File: src/rtl/shift_pkg.sv
// Shared types for the shift-unit arbiter: operation encoding, response-register
// state and the requester-id width helper.
package shift_pkg;

  localparam int SHAMT_W = 5;

  typedef enum logic [1:0] {
    SHIFT_SLL  = 2'd0,
    SHIFT_SRL  = 2'd1,
    SHIFT_SRA  = 2'd2,
    SHIFT_PASS = 2'd3
  } shift_op_t;

  typedef enum logic {
    ST_EMPTY = 1'b0,
    ST_FULL  = 1'b1
  } rsp_state_t;

  // A single requester still needs a one-bit id.
  function automatic int id_width(input int n);
    return (n > 1) ? $clog2(n) : 1;
  endfunction

endpackage

File: src/rtl/rr_arbiter.sv
// Round-robin arbiter: the first asserted request at or after ptr (wrapping)
// wins; produces a one-hot grant and its index.
module rr_arbiter #(
  parameter int NREQ = 2,
  parameter int ID_W = 1
) (
  input  logic [NREQ-1:0] req,
  input  logic [ID_W-1:0] ptr,
  output logic [NREQ-1:0] grant,
  output logic [ID_W-1:0] grant_idx
);

  logic found;
  int   idx;

  always_comb begin
    grant     = '0;
    grant_idx = '0;
    found     = 1'b0;
    idx       = 0;
    for (int k = 0; k < NREQ; k++) begin
      idx = int'(ptr) + k;
      if (idx >= NREQ) idx = idx - NREQ;
      if (!found && req[idx]) begin
        found      = 1'b1;
        grant[idx] = 1'b1;
        grant_idx  = ID_W'(idx);
      end
    end
  end

endmodule

File: src/rtl/shift_units.sv
// Combinational 32-bit shifters shared by the arbiter datapath: logical left,
// logical right and arithmetic right.
module shift_left_logical #(
  parameter int N = 32
) (
  input  logic [N-1:0]         a,
  input  logic [$clog2(N)-1:0] shamt,
  output logic [N-1:0]         y
);
  assign y = a << shamt;
endmodule

module shift_right_logical #(
  parameter int N = 32
) (
  input  logic [N-1:0]         a,
  input  logic [$clog2(N)-1:0] shamt,
  output logic [N-1:0]         y
);
  assign y = a >> shamt;
endmodule

module shift_right_arithmetic #(
  parameter int N = 32
) (
  input  logic [N-1:0]         a,
  input  logic [$clog2(N)-1:0] shamt,
  output logic [N-1:0]         y
);
  assign y = N'($signed(a) >>> shamt);
endmodule

File: src/rtl/shift_unit_arbiter.sv
// Shares one shift datapath between NREQ requesters: round-robin accept of one
// request per cycle into a single result register with a valid/ready output.
module shift_unit_arbiter
  import shift_pkg::*;
#(
  parameter  int N    = 32,
  parameter  int NREQ = 2,
  localparam int ID_W = id_width(NREQ)
) (
  input  logic                    clk,
  input  logic                    rst_n,
  input  logic [NREQ-1:0]         req_valid,
  output logic [NREQ-1:0]         req_ready,
  input  logic [NREQ*N-1:0]       req_in,
  input  logic [NREQ*SHAMT_W-1:0] req_shamt,
  input  logic [NREQ*2-1:0]       req_op,
  output logic                    rsp_valid,
  input  logic                    rsp_ready,
  output logic [N-1:0]            rsp_data,
  output logic [ID_W-1:0]         rsp_id
);

  // Handshake: a request transfers on a cycle where req_valid[g] & req_ready[g];
  // the result transfers on a cycle where rsp_valid & rsp_ready. req_ready is
  // only raised when the result register is empty or being drained this cycle.

  rsp_state_t        state;
  logic [ID_W-1:0]   rr_ptr;
  logic [NREQ-1:0]   grant;
  logic [ID_W-1:0]   grant_idx;
  logic [ID_W-1:0]   next_ptr;
  logic              can_accept;
  logic              accept;
  logic [N-1:0]      sel_in;
  logic [SHAMT_W-1:0] sel_shamt;
  shift_op_t         sel_op;
  logic [N-1:0]      sll_y, srl_y, sra_y, result;

  rr_arbiter #(.NREQ(NREQ), .ID_W(ID_W)) u_arb (
    .req       (req_valid),
    .ptr       (rr_ptr),
    .grant     (grant),
    .grant_idx (grant_idx)
  );

  assign rsp_valid  = (state == ST_FULL);
  assign can_accept = rst_n & (~rsp_valid | rsp_ready);
  assign req_ready  = can_accept ? grant : '0;
  assign accept     = |req_ready;
  assign next_ptr   = (grant_idx == ID_W'(NREQ - 1)) ? '0 : grant_idx + 1'b1;

  // Only the winner's fields are selected, so other requesters' inputs never
  // reach the result register.
  always_comb begin
    sel_in    = req_in[int'(grant_idx)*N +: N];
    sel_shamt = req_shamt[int'(grant_idx)*SHAMT_W +: SHAMT_W];
    sel_op    = shift_op_t'(req_op[int'(grant_idx)*2 +: 2]);
  end

  shift_left_logical     #(.N(N)) u_sll (.a(sel_in), .shamt(sel_shamt), .y(sll_y));
  shift_right_logical    #(.N(N)) u_srl (.a(sel_in), .shamt(sel_shamt), .y(srl_y));
  shift_right_arithmetic #(.N(N)) u_sra (.a(sel_in), .shamt(sel_shamt), .y(sra_y));

  always_comb begin
    result = sel_in;
    case (sel_op)
      SHIFT_SLL:  result = sll_y;
      SHIFT_SRL:  result = srl_y;
      SHIFT_SRA:  result = sra_y;
      SHIFT_PASS: result = sel_in;
      default:    result = sel_in;
    endcase
  end

  always_ff @(posedge clk or negedge rst_n) begin
    if (!rst_n) begin
      state    <= ST_EMPTY;
      rsp_data <= '0;
      rsp_id   <= '0;
      rr_ptr   <= '0;
    end else begin
      case (state)
        ST_EMPTY: if (accept) state <= ST_FULL;
        ST_FULL:  if (rsp_ready && !accept) state <= ST_EMPTY;
        default:  state <= ST_EMPTY;
      endcase
      if (accept) begin
        rsp_data <= result;
        rsp_id   <= grant_idx;
        rr_ptr   <= next_ptr;
      end
    end
  end

endmodule

File: config.mk
export PLATFORM = sky130hd
export DESIGN_NAME = shift_unit_arbiter
export DESIGN_NICKNAME = d
export VERILOG_FILES = /design/src/rtl/shift_pkg.sv /design/src/rtl/rr_arbiter.sv /design/src/rtl/shift_units.sv /design/src/rtl/shift_unit_arbiter.sv
export SDC_FILE = /design/constraint.sdc
export NUM_CORES = 1
export LEC_CHECK = 0
export BUFFER_PORTS_ARGS = -buffer_cell sky130_fd_sc_hd__buf_4
export CORE_MARGIN = 2
export CORE_UTILIZATION = 55
export CTS_CLUSTER_SIZE = 16
export DETAILED_ROUTE_END_ITERATION = 12
export PLACE_DENSITY = 0.76
export REMOVE_ABC_BUFFERS = 1
export SLEW_MARGIN = 10
export SYNTH_ARGS = -nofsm -noshare
export SYNTH_HDL_FRONTEND = slang
export SYNTH_HIERARCHICAL = 1
export SYNTH_SLANG_ARGS = --single-unit
File: constraint.sdc
create_clock -name clk -period 4.43 [get_ports clk]
set_input_delay 0.886 -clock clk [delete_from_list [all_inputs] [get_ports clk]]
set_output_delay 0.886 -clock clk [all_outputs]
set_load 0.1 [all_outputs]
# == Yosys cells after proc, flatten, opt, wreduce, memory -nomap -nowiden ==
# Index checks and enable logic that the tools add are counted.
# totals
word_cells,59
reg_bits,35
input_bits,83
# classes
n_reduce_logical,8
multipliers,1
n_addsub,4
n_shift,6
muxes,23
bitwise_logic,4
order_cmp,6
eq_ne,3
# ops
op,count
32-bit one-hot mux with 4 select lines,1
"32-bit by 1-bit >= comparator with 1-bit output, second input constant",2
"32-bit by 3-bit < comparator with 1-bit output, second input constant",2
32-bit two-way mux,2
64-bit by 7-bit indexed part select with 32-bit output,1
"32-bit by 3-bit >= comparator with 1-bit output, second input constant",1
32-bit by 5-bit left shift with 32-bit output,1
32-bit by 5-bit >> shifter with 32-bit output,1
32-bit by 5-bit >>> shifter with 32-bit output,1
"32-bit by 3-bit subtractor with 32-bit output, second input constant",1
1-bit two-way mux,14
10-bit by 5-bit indexed part select with 5-bit output,1
2-bit two-way mux,3
"2-bit == test, second input constant",2
1-bit logical AND,4
"1-bit by 3-bit multiplier with 4-bit output, second input constant",1
4-bit by 3-bit indexed part select with 2-bit output,1
"1-bit by 2-bit subtractor with 3-bit output, second input constant",1
"1-bit by 1-bit adder with 2-bit output, second input constant",1
1-bit demux with 1-bit select,2
"2-bit by 1-bit == test with 1-bit output, second input constant",1
"1-bit by 2-bit >= comparator with 1-bit output, second input constant",1
1-bit zero test,2
2-bit zero test,1
7 further kinds,7

# == Depth between registers and ports, before layout ==
# depth
ltp_word,15
ltp_mapped,17

# == Hierarchy ==
# The synthesis kept the hierarchy.
# modules_own_cells
module,area_each_um2,cells_per_inst,seq_area_each_um2,instances
shift_unit_arbiter,3423.3,314,875.8,1
shift_right_arithmetic,2349.8,275,0.0,1
shift_left_logical,1724.2,176,0.0,1
shift_right_logical,1641.6,180,0.0,1
rr_arbiter,30.0,4,0.0,1

# == Least setup slack after synthesis ==
# OpenSTA, ideal clock, no wires.
# synth_timing
path_kind,input -> register
start,in req_valid[1]
end,reg rsp_data[1]
path_slack_ns,0.610
stages,10
n_path_buf,3
setup_time_ns,0.132
t_arrival_ns,3.688
path_cell_list,a21boi_1 buf_6 buf_2 buf_2 mux2_1 mux4_2 mux4_2 a221o_1 o221ai_2 o21ai_1
# synth_via
word_cells_on_any_way,28
classes_between,1 x mul; 3 x eq/ne; 6 x shift; 13 x mux; 1 x bitwise; 4 x reduce/logical
# synth_rtl
item,line,rtl
start: declaration,shift_unit_arbiter.sv:12,"input logic [NREQ-1:0] req_valid,"
1-bit two-way mux (implied by the code) (3 in series),rr_arbiter.sv:24,if (!found && req[idx]) begin
1-bit two-way mux,rr_arbiter.sv:24,
1-bit zero test,rr_arbiter.sv:24,
1-bit logical AND,rr_arbiter.sv:24,
1-bit two-way mux *,rr_arbiter.sv:24,
64-bit by 7-bit indexed part select with 32-bit output *,shift_unit_arbiter.sv:55,sel_in = req_in[int'(grant_idx)*N +: N];
named net sel_in[20],shift_unit_arbiter.sv:34,logic [N-1:0] sel_in;
32-bit by 5-bit >> shifter with 32-bit output *,shift_units.sv:20,assign y = a >> shamt;
named net srl_y[1],shift_unit_arbiter.sv:37,"logic [N-1:0] sll_y, srl_y, sra_y, result;"
32-bit one-hot mux with 4 select lines *,shift_unit_arbiter.sv:66,case (sel_op)
end signal: assignment,shift_unit_arbiter.sv:88,rsp_data <= result;
end: declaration,shift_unit_arbiter.sv:19,"output logic [N-1:0] rsp_data,"
# Mark *: on every way through the listed nets, which the timed path passes. The rest lies on a longest branch. The select of a mux whose other input is x is not followed.
# A chain may end at the register's enable or synchronous reset.

# == Worst setup path in the final report ==
# layout_timing
start,in req_valid[0]
end,reg rsp_data[6]
# layout_via
word_cells_on_any_way,28
classes_between,1 x mul; 3 x eq/ne; 6 x shift; 13 x mux; 1 x bitwise; 4 x reduce/logical
# layout_rtl
item,line,rtl
1-bit two-way mux (implied by the code) (3 in series),rr_arbiter.sv:24,
1-bit two-way mux,rr_arbiter.sv:24,
1-bit zero test,rr_arbiter.sv:24,
1-bit logical AND,rr_arbiter.sv:24,
1-bit two-way mux *,rr_arbiter.sv:24,
named net grant_idx,shift_unit_arbiter.sv:30,logic [ID_W-1:0] grant_idx;
64-bit by 7-bit indexed part select with 32-bit output *,shift_unit_arbiter.sv:55,
named net sel_in[24],shift_unit_arbiter.sv:34,
32-bit by 5-bit >>> shifter with 32-bit output *,shift_units.sv:30,assign y = N'($signed(a) >>> shamt);
named net sra_y[6],shift_unit_arbiter.sv:37,
32-bit one-hot mux with 4 select lines *,shift_unit_arbiter.sv:66,
# Marks and branches as above.

==> summary.md <==
| Metric | Value |
|---|---|
| Final period utilization | `0.976` |
| Initial Util | `0.557` |
| Vias in the first global route | `8,694` |
| Max-slew violation count | `0` |
| Post-Place Cells | `1,236` |
| Yosys top cell by area | `mux4_2` |
| Detail Route Antenna Nets | `0` |
| CTS tree | `done` |
| Worst setup margin | `0.106 ns` |
| Clk_lat worst skew | `0.29 ns` |
| Final Hold Fails | `0` |
| Most used DFF post-synth | `dfrtp_1` |
| Hpwl dp | `28.2 mm` |
| RSZ-0062 raised after global routing | `false` |
| FF-to-FF setup slack | `0.35 ns` |
| Status | `finished, final reports clean` |
| Die ar. | `17,700 um2` |
| Asr flop ratio synth | `1.00` |
| Root Buffer Master | `clkbuf_16` |
| P_sw | `2.67 mW` |
| Mapped Area | `9170 um2` |
| Slew headroom | `0.323` |
| Post-CTS Setup Inserts | `0` |
| Global route overflow | `0` |
| Clk pwr share | `0.080` |
| Initial antenna violation count | `0` |
| Worst Max-Slew Pin Slew | `1.01 ns` |
| Synth cell count leaders | `mux2i_1 (119), nand2_1 (100), mux4_2 (78), nor2_1 (62), mux2_2 (57)` |
| Buffers on Ports | `118` |
| Clock buffer count from CTS | `5` |
| Horiz. Die Dim | `133 um` |
| Clock net sink count | `35` |
| Largest net degree at the start of global routing | `50` |
| FF+latch count, synth | `35` |
| Layout cells sized above 1 | `0.386` |
| Fmax | `231 MHz` |
| Reg clk slew, reported paths | `0.05 ns` |
| Area contributors post-synth | `mux4_2 (19%), mux2i_1 (13%), dfrtp_1 (9.6%), mux2_2 (7.0%), o221ai_2 (4.9%)` |
| Sw Ratio | `0.589` |
| Drt pass-1 iters | `7` |
| First-pass GRT wire length | `56.0 mm` |
| Hold_buf cts | `0` |
| Total Nets Final | `1,106` |
| Area after DPL | `10,200 um2` |
| Setup violations, final | `0` |
| Sequential share of the synthesized area | `0.0955` |
| Post-synthesis cell type count | `74` |
| Design area | `10,300 um2` |
| DRC Markers | `0` |
| Skew final | `0.00693 ns` |
| Non-Filler Instances | `1,243` |
| CP Launch Type | `input pin` |
| Number of flops mapped to enable cells by yosys | `0` |
| LEAKAGE | `4.17 nW` |
| Final RePlAce weighted congestion | `1.07` |
| Num rows | `47` |
| Total Routing Usage GR | `0.417` |
| WP data required | `4.64 ns` |
| Tmin final | `4.32 ns` |
| Top Ports | `119` |
| Post-layout util | `0.627` |
| Routed vias | `9,541` |
| Internal power | `1.86 mW` |
| DRT iter0 DRCs | `1,637` |
| Share of power burned in registers | `0.113` |
| Worst vdd ir | `330 uV` |
| Die height | `133 um` |
| Post-DR vias/cell | `7.68` |
| YS warnings | `6` |
| Kind of critical path | `in2reg` |
| Cell count after synthesis | `949` |
| Clock buffer depth | `2` |
| Yosys top cell area share | `0.192` |
| H-tree depth | `2` |
| # fillers | `1,415` |
| Drt wl/cell | `30.3 um` |
| Tightest Hold Check Type | `reg2reg` |
| Worst EP arrival | `4.53 ns` |
| Area delta synth->final | `12.6%` |
| Avg Cell Area, Syn | `9.66 um2` |
| Antenna diodes | `0` |
| Crit-path max FO | `39` |
| Routed Wire Length | `37.7 mm` |
| Max-cap violations | `0` |
| Post-cts resize count | `0` |
| CORE AREA | `16,500 um2` |
| Combinational Power Share | `0.807` |
| Most frequent cell after synthesis | `mux2i_1` |
| Post-Place Setup Slack | `0.0622 ns` |
| Power density cells | `439 nW/um2` |
| Crit. End Element | `flip-flop` |
[metrics by stage]
stage	hold WS (ns)	TNS [ns]	power [mW]
after floorplan	0.497	-84.85	3.05
after global placement	0.469	0	4.06
after detailed placement	0.477	0	4.07
after CTS	0.488	0	4.44
after global routing	0.508	0	4.67
final	0.482	0	4.53
[registers in the layout (all words and copies together), names as in the netlist]
signal,cells
rr_ptr,1
rsp_id,1
rsp_valid,1
rsp_data,32
[cell families after synthesis]
logic type	after synthesis	synth area share
mux	287	0.450
buf+inv	117	0.0789
simple gates	238	0.117
flops	35	0.0955
compound gates	272	0.259
[layer usage]
metal,vias to the layer above,track usage,part of all wire
met1,4643,0.573,0.38
met2,774,0.667,0.46
met5,-,0,0
li1,3969,-,-
met3,155,0.0518,0.10
met4,0,0.182,0.060
[placed cells by master, fill, tap and decap left out, types with 6 or more instances in the layout]
cell type / Yosys / final
or2_2: 6 / 6
and3_1: 9 / 9
nor3_1: 9 / 9
o2bb2ai_1: 7 / 7
o21ai_1: 38 / 38
a21oi_1: 13 / 13
a22oi_1: 21 / 21
nor2_1: 62 / 62
mux4_2: 78 / 78
a211oi_1: 11 / 11
nand2b_1: 7 / 7
nor2b_1: 10 / 9
mux2i_1: 119 / 119
and2_1: 13 / 12
mux4_1: 10 / 10
o211ai_1: 12 / 12
buf_4: 13 / 164
mux2_2: 57 / 55
a22oi_2: 30 / 30
mux2_1: 20 / 20
inv_1: 8 / 8
o221ai_2: 30 / 30
o22ai_1: 12 / 12
nand2_1: 100 / 100
nand3_1: 7 / 7
buf_12: 2 / 6
o221ai_1: 9 / 9
o21ai_0: 15 / 15
dfrtp_1: 35 / 35
[final cells by class]
cell class | count | area, um2 | area share
Sequential cell | 35 | 876 | 0.0848
Clock buffer | 6 | 139 | 0.0135
Clock inverter | 1 | 5.00 | 0.000485
Multi-Input combinational cell | 797 | 7620 | 0.739
Inverter | 14 | 52.6 | 0.00509
Timing Repair Buffer | 170 | 1350 | 0.131
Tap cell | 220 | 275 | 0.0267
[worst max-delay path, stage by stage]
cell and delay (ns):
buf_4 0.13, a21boi_4 0.36, buf_12 0.30, mux2_1 0.50
mux4_2 0.42, nand2_1 0.07, o21a_1 0.20, o311ai_0 0.82
mux2i_1 0.21, a22oi_2 0.31, o221ai_2 0.13, o21ai_1 0.14
[final timing paths]
path / start / to / cells after the start
max: req_valid[0] / rsp_data[6]$_DFFE_PN0P_ / 12
min: rsp_data[18]$_DFFE_PN0P_ / rsp_data[18]$_DFFE_PN0P_ / 2
max reg2reg: rr_ptr$_DFFE_PN0P_ / rsp_data[6]$_DFFE_PN0P_ / 12
min reg2reg: rsp_data[18]$_DFFE_PN0P_ / rsp_data[18]$_DFFE_PN0P_ / 2
max in group asynchronous: rst_n / rsp_data[3]$_DFFE_PN0P_ / 2
min in group asynchronous: rst_n / rsp_data[29]$_DFFE_PN0P_ / 2
[power groups by stage]
stage	sequential, mW	clock (mW)	combinational (mW)
after floorplan	1.36	0	1.69
after detailed placement	0.517	0	3.55
after CTS	0.513	0.363	3.56
final	0.512	0.362	3.66
after global routing	0.526	0.375	3.77
after global placement	0.512	0	3.54
Note: power is estimated with default switching activity, not from simulation.
